<file path="config.mk">
export PLATFORM = sky130hd
export DESIGN_NAME = slon5_scan_decoder
export DESIGN_NICKNAME = d
export VERILOG_FILES = /design/src/rtl/slon5_scan_decoder.sv
export SDC_FILE = /design/constraint.sdc
export NUM_CORES = 1
export LEC_CHECK = 0
export CORE_MARGIN = 5
export CORE_UTILIZATION = 60
export DETAILED_ROUTE_END_ITERATION = 10
export GPL_ROUTABILITY_DRIVEN = 0
export MAX_ROUTING_LAYER = met4
export PLACE_DENSITY = 0.92
export SLEW_MARGIN = 10
export SYNTH_ARGS = -nofsm -noshare
export SYNTH_HDL_FRONTEND = slang
export SYNTH_SLANG_ARGS = --single-unit
</file>
<file path="constraint.sdc">
create_clock -name clk -period 7.4 [get_ports clk]
set_clock_uncertainty 0.05 [all_clocks]
set_input_delay 1.85 -clock clk [delete_from_list [all_inputs] [get_ports clk]]
set_output_delay 1.85 -clock clk [all_outputs]
set_load 0.02 [all_outputs]
</file>
<file path="src/rtl/slon5_scan_decoder.sv">
// Loopback monitor for the slon5 multiplexed display path. Seg/sel buses are
// synchronized and then filtered for stability. Each accepted scan step is
// decoded from 7-segment back to a hex nibble, and the digits are assembled
// into a full frame.
//
// Ports:
//   clk, rst_n   system clock, asynchronous active-low reset
//   seg_in       segment bus (bit 7 = dp, bits 6..0 = g..a), async to clk
//   sel_in       one-hot digit select, async to clk
//   frame_data   decoded nibbles, digit i at [4i+3:4i]
//   frame_dp     decimal point per digit
//   frame_err    per digit, pattern not in decode table
//   frame_vld    one-cycle pulse when frame_* update
//   stale        no valid accept for TIMEOUT cycles
module slon5_scan_decoder #(
    parameter int unsigned NDIG          = 4,
    parameter int unsigned SEG_W         = 8,
    parameter bit          SEG_ACT_HIGH  = 1'b1,
    parameter bit          SEL_ACT_HIGH  = 1'b1,
    parameter int unsigned STABLE_CYCLES = 4,
    parameter int unsigned TIMEOUT       = 1024
) (
    input  logic                clk,
    input  logic                rst_n,
    input  logic [SEG_W-1:0]    seg_in,
    input  logic [NDIG-1:0]     sel_in,
    output logic [4*NDIG-1:0]   frame_data,
    output logic [NDIG-1:0]     frame_dp,
    output logic [NDIG-1:0]     frame_err,
    output logic                frame_vld,
    output logic                stale
);

    localparam int unsigned SC_W = $clog2(STABLE_CYCLES + 1);
    localparam int unsigned WD_W = $clog2(TIMEOUT + 1);

    logic [SEG_W-1:0]  seg_s1_q, seg_s2_q, held_seg_q, held_seg_d;
    logic [NDIG-1:0]   sel_s1_q, sel_s2_q, held_sel_q, held_sel_d;
    logic [SC_W-1:0]   stable_cnt_q, stable_cnt_d;
    logic [WD_W-1:0]   wdog_q, wdog_d;
    logic [4*NDIG-1:0] nib_q, nib_d, frame_data_d;
    logic [NDIG-1:0]   dp_q, dp_d, err_q, err_d, seen_q, seen_d;
    logic [NDIG-1:0]   frame_dp_d, frame_err_d;
    logic              frame_vld_d, stale_d;

    logic [SEG_W-1:0]  seg_c;
    logic [NDIG-1:0]   sel_c;
    logic              pair_eq_c, accept_c, valid_acc_c, dec_err_c;
    logic [3:0]        dec_nib_c;

    // Polarity normalization after the synchronizers
    assign seg_c = SEG_ACT_HIGH ? seg_s2_q : ~seg_s2_q;
    assign sel_c = SEL_ACT_HIGH ? sel_s2_q : ~sel_s2_q;

    // Accept fires once per stable pair: the counter saturates past the match value
    assign pair_eq_c   = (seg_c == held_seg_q) && (sel_c == held_sel_q);
    assign accept_c    = pair_eq_c && (stable_cnt_q == SC_W'(STABLE_CYCLES - 1));
    assign valid_acc_c = accept_c && $onehot(sel_c);

    // 7-segment to hex; unknown patterns decode to 0 with error
    always_comb begin
        dec_nib_c = 4'h0;
        dec_err_c = 1'b0;
        case (seg_c[6:0])
            7'h3F: dec_nib_c = 4'h0;
            7'h06: dec_nib_c = 4'h1;
            7'h5B: dec_nib_c = 4'h2;
            7'h4F: dec_nib_c = 4'h3;
            7'h66: dec_nib_c = 4'h4;
            7'h6D: dec_nib_c = 4'h5;
            7'h7D: dec_nib_c = 4'h6;
            7'h07: dec_nib_c = 4'h7;
            7'h7F: dec_nib_c = 4'h8;
            7'h6F: dec_nib_c = 4'h9;
            7'h77: dec_nib_c = 4'hA;
            7'h7C: dec_nib_c = 4'hB;
            7'h39: dec_nib_c = 4'hC;
            7'h5E: dec_nib_c = 4'hD;
            7'h79: dec_nib_c = 4'hE;
            7'h71: dec_nib_c = 4'hF;
            default: dec_err_c = 1'b1;
        endcase
    end

    // Next-state: filter, digit write, frame completion, watchdog
    always_comb begin
        held_seg_d   = held_seg_q;
        held_sel_d   = held_sel_q;
        stable_cnt_d = stable_cnt_q;
        nib_d        = nib_q;
        dp_d         = dp_q;
        err_d        = err_q;
        seen_d       = seen_q;
        wdog_d       = wdog_q;
        stale_d      = stale;
        frame_data_d = frame_data;
        frame_dp_d   = frame_dp;
        frame_err_d  = frame_err;
        frame_vld_d  = 1'b0;

        if (!pair_eq_c) begin
            held_seg_d   = seg_c;
            held_sel_d   = sel_c;
            stable_cnt_d = '0;
        end else if (stable_cnt_q != SC_W'(STABLE_CYCLES)) begin
            stable_cnt_d = stable_cnt_q + SC_W'(1);
        end

        if (valid_acc_c) begin
            wdog_d  = '0;
            stale_d = 1'b0;
        end else if (wdog_q != WD_W'(TIMEOUT)) begin
            wdog_d = wdog_q + WD_W'(1);
            if (wdog_q == WD_W'(TIMEOUT - 1)) begin
                stale_d = 1'b1;
                seen_d  = '0;
            end
        end

        if (valid_acc_c) begin
            for (int i = 0; i < int'(NDIG); i++) begin
                if (sel_c[i]) begin
                    nib_d[4*i +: 4] = dec_nib_c;
                    dp_d[i]         = seg_c[7];
                    err_d[i]        = dec_err_c;
                end
            end
            // Frame publishes including the digit written on this same edge
            if ((seen_q | sel_c) == {NDIG{1'b1}}) begin
                frame_data_d = nib_d;
                frame_dp_d   = dp_d;
                frame_err_d  = err_d;
                frame_vld_d  = 1'b1;
                seen_d       = '0;
            end else begin
                seen_d = seen_q | sel_c;
            end
        end
    end

    always_ff @(posedge clk or negedge rst_n) begin
        if (!rst_n) begin
            seg_s1_q     <= '0;
            seg_s2_q     <= '0;
            sel_s1_q     <= '0;
            sel_s2_q     <= '0;
            held_seg_q   <= '0;
            held_sel_q   <= '0;
            stable_cnt_q <= '0;
            nib_q        <= '0;
            dp_q         <= '0;
            err_q        <= '0;
            seen_q       <= '0;
            wdog_q       <= '0;
            stale        <= 1'b0;
            frame_data   <= '0;
            frame_dp     <= '0;
            frame_err    <= '0;
            frame_vld    <= 1'b0;
        end else begin
            seg_s1_q     <= seg_in;
            seg_s2_q     <= seg_s1_q;
            sel_s1_q     <= sel_in;
            sel_s2_q     <= sel_s1_q;
            held_seg_q   <= held_seg_d;
            held_sel_q   <= held_sel_d;
            stable_cnt_q <= stable_cnt_d;
            nib_q        <= nib_d;
            dp_q         <= dp_d;
            err_q        <= err_d;
            seen_q       <= seen_d;
            wdog_q       <= wdog_d;
            stale        <= stale_d;
            frame_data   <= frame_data_d;
            frame_dp     <= frame_dp_d;
            frame_err    <= frame_err_d;
            frame_vld    <= frame_vld_d;
        end
    end

endmodule
</file>
==> results.sh <==
export IMPL_status="completed"
export IMPL_synth_top_area_cell="dfrtp_1"
export IMPL_first_pass_iters=4
export IMPL_diodes=0
export IMPL_antenna_found_initial=0
export IMPL_yosysWarnings=0
export IMPL_fin_crit_sh=0.588
export IMPL_vias=3071
export IMPL_hold_viol_final=0
export IMPL_fin_nets=451
export IMPL_critPathMaxFanout=24
export IMPL_vias_per_cell=5.73
export IMPL_final_max_slew_viol_count=0
export IMPL_io_pins=40
export IMPL_postSynthCellCount=415
export IMPL_postCtsResizedCells=0
export IMPL_synthesis_nets=437
export IMPL_grt_pass1_wl_mm=14.5
export IMPL_finalSetupViolCount=0
export IMPL_clockRootBuffer="clkbuf_8"
export IMPL_synth_area_um2=4620
export IMPL_die_area_um2=9560
export IMPL_whs_endpoint="seg_c[4]"
export IMPL_rsz0062_at_grt="no"
export IMPL_post_synth_top_count_cell="dfrtp_1"
export IMPL_drt_total_wl_mm=8.42
export IMPL_vdd_drop_max_v=0.000100
export IMPL_synth_edf_count=0
export IMPL_tightest_slew_ns=0.999
export IMPL_synth_common_cells="dfrtp_1 (104), nor2_1 (35), clkbuf_1 (24)"
export IMPL_cts_tree="yes"
export IMPL_reg2reg_to="frame_data[14]"
export IMPL_r2r_start="sel_c[0]"
export IMPL_area_growth_pct=11.8
export IMPL_worstSkewPairLatency_ns=0.36
export IMPL_cp_end_kind="flip-flop"
export IMPL_ys_seq_area_frac=0.563
export IMPL_initial_core_util=0.607
export IMPL_fillers=557
export IMPL_port_buffers=39
export IMPL_fp_dieH_um=97.8
export IMPL_rows=32
export IMPL_tns_ns=0
export IMPL_period_minus_slack_ns=4.35
export IMPL_slew_headroom=0.329
export IMPL_syn_avg_cell_area_um2=11.1
export IMPL_hold_class="flip-flop to flip-flop"
export IMPL_hpwl_mm=5.69
export IMPL_crit_chain="inv_1 > fa_1 > inv_1 > ha_1 > ha_1 > or4bb_1 > nor3_1 > nand4_1 > a211oi_1 > a21o_1"
export IMPL_max_stage_delay_ns=0.81
export IMPL_core_area_um2=7610
export IMPL_placed_area_um2=4970
export IMPL_holdBufCountCts=0
export IMPL_rrSetupSlack_ns=3.05
export IMPL_p_per_area_nw_per_um2=191
export IMPL_initialDrtViolationCount=169
export IMPL_synth_ff_type="dfrtp_1"
export IMPL_post_cts_buffers=0
export IMPL_finalPower_mw=0.987
export IMPL_numCtsBuffers=9
export IMPL_track_usage=0.193
export IMPL_fmax_mhz=230
export IMPL_p_leak_nw=2.44
export IMPL_yosysTopAreaCellShare=0.563
export IMPL_cts_max_path_buffers=2
export IMPL_cts_clk_slew_worst_paths_ns=0.10
export IMPL_path_class="flip-flop to flip-flop"
export IMPL_drc=0
export IMPL_async_flop_share=1.00
export IMPL_hold_depth=0
export IMPL_cap_violations=0
export IMPL_grt_max_degree=65
export IMPL_startpoint_type="flip-flop"
export IMPL_synth_seq_cells=104
export IMPL_ff2ff_path_depth=10
export IMPL_clock_sinks=104
export IMPL_grt_ovfl_total=0
export IMPL_ant_nets=0
export IMPL_cts_htree_levels=3
export IMPL_wl_per_cell_um=15.7
export IMPL_min_delay_start="seg_s1_q[4]"
export IMPL_critical_path_arrival_ns=4.60
export IMPL_die_w_um=97.8
export IMPL_drive_above_1_share=0.0806
export IMPL_synthTopCellsByArea="dfrtp_1 (56%), mux2i_1 (4.3%), xor2_1 (3.6%)"
export IMPL_crit_slowest_cell="nand4_1"
export IMPL_grt_pass1_vias=2967
export IMPL_stdcell_area_um2=5160
export IMPL_cp_data_required_time_ns=7.66
export IMPL_synth_distinct_cells=50
[sequential cells by signal (all words and copies together), names as in the netlist, 4 cells and up]
signal / count
seen_q: 4
err_q: 4
frame_data: 16
nib_q: 16
frame_dp: 4
held_sel_q: 4
sel_c: 4
held_seg_q: 8
sel_s1_q: 4
frame_err: 4
wdog_q: 11
seg_s1_q: 8
seg_c: 8
dp_q: 4
[logic make-up after synthesis]
group	synth area share
simple gates	0.147
compound gates	0.103
flops	0.563
xor+xnor	0.0471
fa+ha+maj	0.0233
buf+inv	0.0536
mux	0.0628
[layer usage]
layer  vias to the layer above  routed length (µm)  global-route usage
met5                         -                   0                   -
met4                         0                 135              0.0682
met3                        13                 329              0.0321
met2                        69                4140               0.307
met1                      1533                3810               0.254
li1                       1456                   -                   -
[power breakdown]
part | switching [mW] | leakage (nW) | internal [mW]
clock network | 0.186 | 0.0856 | 0.156
logic | 0.0296 | 0.997 | 0.0199
registers | 0.0174 | 1.36 | 0.577
total | 0.233 | 2.44 | 0.754
[critical path, delay by kind of cell, from the launching register on]
kind                       cells  cell delay, ns
buffers and inverters          2            0.27
adders and majority gates      3            1.02
AOI/OAI and AO/OA              2            0.69
and+or+nand+nor                3            1.52
DFF                            1            0.75
[per-stage QoR]
stage                     hold slack (ns)  utilization  worst slack [ns]  cells
after floorplan                     0.281            -              4.34    415
after global placement              0.281        0.654              3.33    520
after detailed placement            0.285        0.654              3.11    520
after CTS                           0.307        0.679              3.07    536
after global routing                0.311        0.679              2.77    536
final                               0.304        0.679              3.05    536
[layout by cell type, fill, tap and decap left out, types with 8 or more instances in the layout]
master / Yosys / final
nor2_1: 35 / 35
a21oi_1: 8 / 8
xor2_1: 19 / 19
dfrtp_1: 104 / 104
clkdlybuf4s50_1: 0 / 38
inv_1: 21 / 21
clkbuf_8: 0 / 9
mux2_2: 8 / 8
a211oi_1: 14 / 14
nor3_1: 13 / 13
a21o_1: 22 / 22
mux2i_1: 20 / 20
nand2_1: 23 / 23
o21ai_0: 9 / 9
[how the worst max path moves through the flow]
stage	from	endpoint	slack, ns	depth (start not counted)
5_1_grt	sel_c[0]	frame_data[8]	2.77	10
3_5_place_dp	sel_c[0]	frame_data[14]	3.11	10
4_1_cts	sel_c[0]	frame_data[14]	3.07	10
2_1_floorplan	sel_c[0]	frame_data[12]	4.34	12
6_report	sel_c[0]	frame_data[14]	3.05	10
3_3_place_gp	sel_c[0]	frame_data[2]	3.33	10
[final cells by class]
type                    count  area (µm²)  share of cell area
clock buffers              11         131              0.0254
clock inverters             5        57.6              0.0111
inverters                  21        78.8              0.0153
multi-input cells         253        1770               0.343
flip-flops and latches    104        2600               0.504
well taps                 102         128              0.0247
repair buffers             40         395              0.0766
Power figures use the tool's default switching activity.
